## src/rtl/tdm_demux_1x8.sv

```systemverilog
// ---------------------------------------------------------------------------
// tdm_demux_1x8
//
// Receive-side TDM demultiplexer. It takes a single-bit serial stream with
// 8 slots per frame; a sync strobe marks slot 0. The bits of one frame are
// collected in a shadow register. When the frame is complete, all eight bits
// are presented together on y1..y8.
//
// Ports:
//   clk        in   rising-edge clock
//   rst        in   synchronous, active-high reset
//   din        in   serial data bit
//   din_valid  in   din/sync are consumed only when high (one slot per cycle)
//   sync       in   marks the current valid bit as slot 0
//   y1..y8     out  registered channel outputs (slot 0 -> y1 ... slot 7 -> y8)
//   s1..s3     out  index of the next slot expected (s1 = MSB)
//   locked     out  high while the receiver is aligned (RUN state)
//   frame_done out  one-cycle pulse, coincident with the y1..y8 update
//   sync_err   out  one-cycle pulse on a framing violation
//
// Parameter:
//   STRICT_SYNC  1: every frame must carry sync on its slot-0 bit.
//                0: frames free-run after the first sync; sync only realigns.
//
// Handshake: a slot is consumed on every rising edge where din_valid is high.
// There is no back-pressure. While din_valid is low, all state holds and no
// pulses are produced.
// ---------------------------------------------------------------------------
module tdm_demux_1x8 #(
   parameter bit STRICT_SYNC = 1'b1
) (
   input  logic clk,
   input  logic rst,
   input  logic din,
   input  logic din_valid,
   input  logic sync,
   output logic y1,
   output logic y2,
   output logic y3,
   output logic y4,
   output logic y5,
   output logic y6,
   output logic y7,
   output logic y8,
   output logic s1,
   output logic s2,
   output logic s3,
   output logic locked,
   output logic frame_done,
   output logic sync_err
);

   typedef enum logic [0:0] {
      ST_IDLE = 1'b0,
      ST_RUN  = 1'b1
   } state_t;

   state_t      state_q, state_d;
   logic [2:0]  slot_q, slot_d;
   // Holds slots 0..6 of the frame being assembled. The slot-7 bit goes
   // straight from din into the output register.
   logic [6:0]  shadow_q, shadow_d;
   logic [7:0]  y_q, y_d;
   logic        frame_done_q, frame_done_d;
   logic        sync_err_q, sync_err_d;

   // ------------------------------------------------------------------------
   // State register
   // ------------------------------------------------------------------------
   always_ff @(posedge clk) begin
      if (rst) begin
         state_q      <= ST_IDLE;
         slot_q       <= 3'd0;
         shadow_q     <= 7'd0;
         y_q          <= 8'd0;
         frame_done_q <= 1'b0;
         sync_err_q   <= 1'b0;
      end else begin
         state_q      <= state_d;
         slot_q       <= slot_d;
         shadow_q     <= shadow_d;
         y_q          <= y_d;
         frame_done_q <= frame_done_d;
         sync_err_q   <= sync_err_d;
      end
   end

   // ------------------------------------------------------------------------
   // Next-state logic
   // ------------------------------------------------------------------------
   always_comb begin
      state_d      = state_q;
      slot_d       = slot_q;
      shadow_d     = shadow_q;
      y_d          = y_q;
      frame_done_d = 1'b0;
      sync_err_d   = 1'b0;

      if (din_valid) begin
         case (state_q)
            ST_IDLE: begin
               // Hunt for sync. All other bits are dropped.
               if (sync) begin
                  shadow_d[0] = din;
                  slot_d      = 3'd1;
                  state_d     = ST_RUN;
               end
            end

            ST_RUN: begin
               if (sync) begin
                  // Sync away from slot 0 means misalignment. Drop the
                  // partial frame and realign on this bit at once. This also
                  // covers a sync on slot 7, which is not a completion.
                  sync_err_d  = (slot_q != 3'd0);
                  shadow_d[0] = din;
                  slot_d      = 3'd1;
               end else if (slot_q == 3'd0) begin
                  if (STRICT_SYNC) begin
                     // A missing sync on slot 0 loses lock. The bit is dropped.
                     sync_err_d = 1'b1;
                     state_d    = ST_IDLE;
                  end else begin
                     shadow_d[0] = din;
                     slot_d      = 3'd1;
                  end
               end else if (slot_q == 3'd7) begin
                  // Last slot: publish the whole frame in one step.
                  y_d          = {din, shadow_q};
                  frame_done_d = 1'b1;
                  slot_d       = 3'd0;
               end else begin
                  for (int i = 1; i < 7; i++) begin
                     if (slot_q == 3'(i)) begin
                        shadow_d[i] = din;
                     end
                  end
                  slot_d = slot_q + 3'd1;
               end
            end

            default: begin
               state_d = ST_IDLE;
               slot_d  = 3'd0;
            end
         endcase
      end
   end

   // ------------------------------------------------------------------------
   // Outputs
   // ------------------------------------------------------------------------
   assign y1 = y_q[0];
   assign y2 = y_q[1];
   assign y3 = y_q[2];
   assign y4 = y_q[3];
   assign y5 = y_q[4];
   assign y6 = y_q[5];
   assign y7 = y_q[6];
   assign y8 = y_q[7];

   assign s1 = slot_q[2];
   assign s2 = slot_q[1];
   assign s3 = slot_q[0];

   assign locked     = (state_q == ST_RUN);
   assign frame_done = frame_done_q;
   assign sync_err   = sync_err_q;

endmodule

```

## config.mk

```make
export PLATFORM = sky130hd
export DESIGN_NAME = tdm_demux_1x8
export DESIGN_NICKNAME = d
export VERILOG_FILES = /design/src/rtl/tdm_demux_1x8.sv
export SDC_FILE = /design/constraint.sdc
export NUM_CORES = 1
export LEC_CHECK = 0
export BUFFER_PORTS_ARGS = -buffer_cell sky130_fd_sc_hd__buf_2
export CAP_MARGIN = 20
export CELL_PAD_IN_SITES_DETAIL_PLACEMENT = 1
export CELL_PAD_IN_SITES_GLOBAL_PLACEMENT = 1
export CORE_ASPECT_RATIO = 1.2
export CORE_MARGIN = 2
export CORE_UTILIZATION = 39
export DETAILED_ROUTE_END_ITERATION = 12
export GPL_TIMING_DRIVEN = 1
export PLACE_DENSITY_LB_ADDON = 0.1
export REMOVE_ABC_BUFFERS = 1
export SLEW_MARGIN = 30
export SYNTH_ARGS = -nofsm -noshare
export SYNTH_HDL_FRONTEND = slang
export SYNTH_SLANG_ARGS = --single-unit
```

## constraint.sdc

```tcl
create_clock -name clk -period 1.8 [get_ports clk]
set_input_delay 0.27 -clock clk [delete_from_list [all_inputs] [get_ports clk]]
set_output_delay 0.27 -clock clk [all_outputs]
set_load 0.01 [all_outputs]
```

==> results by group <==
Critical path
  • Worst Path Max Fanout: 6
  • CP endpoint: slot_q[2]$_SDFFE_PP0P_
  • Setup slack, reg-to-reg: 140 ps
  • Worst Reg2Reg Path Length in Cells: 4
  • Type of the worst setup path: register to register
  • Reg-to-Reg Start: slot_q[1]$_SDFFE_PP0P_
  • Setup crit end kind: register
  • Crit path required time: 2040 ps
  • Worst R2R End: slot_q[2]$_SDFFE_PP0P_
  • Crit. Startpoint: slot_q[1]$_SDFFE_PP0P_
  • Startpoint types: register
  • CP arrival: 1900 ps

Synth
  • Most frequent cell after synthesis: nand2_1
  • Synth Area per Inst: 8.68 µm²
  • Yosys top cell by area: dfxtp_1
  • Synthesized instance count: 108
  • EDFF count, synth: 0
  • Post-synthesis async set-or-reset flop share: 0%
  • Post-synthesis sequential area ratio: 44.9%
  • Synth Cell Area: 937 µm²
  • Most used DFF post-synth: dfxtp_1
  • Post-synth top area share: 44.9%
  • Netlist cell types: 24
  • Synth top cells by count: nand2_1, dfxtp_1, a21oi_1
  • Largest cells by area after synthesis: dfxtp_1, nand2_1, ha_1
  • Synth Register Bits: 21
  • Total number of yosys warnings: 0

Floorplan
  • Die area: 0.00281 mm²
  • Top Ports: 19
  • FP Rows: 19
  • Height of the die: 57.7 µm
  • Core ar.: 0.00228 mm²
  • Die W: 48.8 µm
  • Initial Util: 41.1%

STA
  • Tcrit/Tclk final: 92.1%
  • Rel. slew slack: 73.3%
  • Clock Skew: 1.58 ps
  • Count of pins over their slew limit: 0
  • Final setup fails: 0
  • Final hold violation count: 0
  • Tmin final: 1660 ps
  • Least-Margin Pin Slew: 397 ps
  • Max Freq: 603 MHz

Clocking
  • Sink Count: 21
  • H-tree levels: 1
  • CTS buffer count: 3
  • Clock transition at the registers of the reported paths: 120 ps
  • CTS tree: done
  • CTS Buffer Depth: 2
  • Clk Latency, worst-skew pair: 300 ps
  • Clock tree root driver cell: clkbuf_4
  • Cts hold-fix bufs: 0

Placed design
  • Gpl congestion: 0.824
  • Post-DP HPWL: 1610 µm
  • Placed Cells: 155
  • Port Buffer Count: 18

Detailed routing
  • Vias: 808
  • DR iter-0 viols: 14
  • Via density per instance: 5.05
  • Final wirelength: 2110 µm
  • Post-route ant nets: 0
  • # DRC: 0
  • Drt first pass iters: 4
  • DR WL/cell: 13.2 µm

Outcome
  • Status: finished, final reports clean

Global route
  • First-pass GRT wire length: 3530 µm
  • Tot GR Track Use: 16.4%
  • Number of global-route vias before repair: 779
  • Initial antenna violation count: 0
  • Gr ovfl total: 0
  • Largest net degree at the start of global routing: 16

Pwr
  • Power per cell area: 692 mW/mm²
  • Total power draw: 0.761 mW
  • Max rail drop VDD: 0.458 mV
  • P_leak: 0.497 nW

Layout
  • Layout overhead on the synthesized area: 17.4%
  • ANT cells: 0
  • Final cell count without fillers: 160
  • Post-layout utilization of the core: 48.2%
  • Fill cell count: 296
  • Layout cell share with drive strength beyond 1: 24.0%
  • Layout Nets: 142

Worst hold path
  • Hold Crit Class: primary input to register
  • Min-delay src: din

Run
  • # Max-Cap Violations: 0
cells by family (layout without fill, tap and decap cells):
kind of cell,after synthesis,in the layout,share of synthesized area [%]
multiplexers,6,6,6.41
AND/OR/NAND/NOR,48,48,25.2
flip-flops,21,21,44.9
buffers and inverters,11,32,5.07
AO/OA/AOI/OAI,15,15,9.08
adder cells (fa/ha/maj),7,7,9.35
area by class of cell:
class	instances	area (µm²)	area share, %
well taps	31	38.8	3.53
inverters	7	26.3	2.39
clock buffers	4	26.3	2.39
multi-input cells	76	473	43.0
repair buffers	21	113	10.2
flip-flops and latches	21	423	38.5
report_power, final:
group	total (mW)	switching, mW	internal, mW
clock	0.230	0.143	0.0864
combinational	0.0565	0.0361	0.0204
sequential	0.475	0.00565	0.469
total	0.761	0.185	0.576
stage by stage:
stage	setup slack, ps	setup TNS (ps)	cell area, µm²	hold WS (ps)
2_1_floorplan	155	0	916	339
3_3_place_gp	108	0	1060	439
3_5_place_dp	27.8	0	1060	448
4_1_cts	7.37	0	1090	230
5_1_grt	-18.2	-20.5	1100	231
6_report	142	0	1100	240
sequential cells by signal, summed over array words and instances, names as in the netlist:
signal,cells
shadow_q,7
frame_done,1
sync_err,1
slot_q,3
y_q,8
locked,1
critical path, cell delays in order (launching register included):
cell and delay, ps:
dfxtp_2 360, ha_1 260, ha_1 310, or4_1 500, a31oi_1 170
worst min path at each step:
stage / cells after the start / to
2_1_floorplan: 1 / locked$_SDFFE_PP0P_
3_3_place_gp: 2 / y_q[6]$_SDFFE_PP0P_
3_5_place_dp: 2 / y_q[5]$_SDFFE_PP0P_
4_1_cts: 3 / shadow_q[0]$_SDFFE_PP0P_
5_1_grt: 3 / shadow_q[0]$_SDFFE_PP0P_
6_report: 3 / shadow_q[0]$_SDFFE_PP0P_
layer usage:
metal	share of wire (%)	track usage (%)	up-vias
li1	-	-	413
met1	44	19.2	371
met2	50	28.0	18
met3	4.1	2.58	6
met4	2.7	10.6	0
met5	0	0	-
layout by cell type (no fill, tap or decap), types with 2 or more instances in the layout:
| cell type | netlist | final |
|---|---|---|
| o21ai_0 | 2 | 2 |
| dfxtp_2 | 0 | 2 |
| ha_1 | 7 | 7 |
| buf_4 | 1 | 3 |
| nand4b_1 | 3 | 3 |
| nand3_1 | 4 | 4 |
| nand2_1 | 29 | 29 |
| mux2i_1 | 6 | 6 |
| dfxtp_1 | 21 | 19 |
| a21oi_1 | 10 | 10 |
| nor2_1 | 2 | 2 |
| inv_1 | 6 | 6 |
| buf_2 | 2 | 18 |
| nand4_1 | 3 | 3 |
| clkbuf_4 | 0 | 3 |
| nor3b_1 | 2 | 2 |
repair_timing:
item                                    in CTS  in global routing
endpoints found under the setup margin       0                  9
gates resized for setup                      0                  4
setup buffers                                0                  1
(Power assumes the default switching activity.)
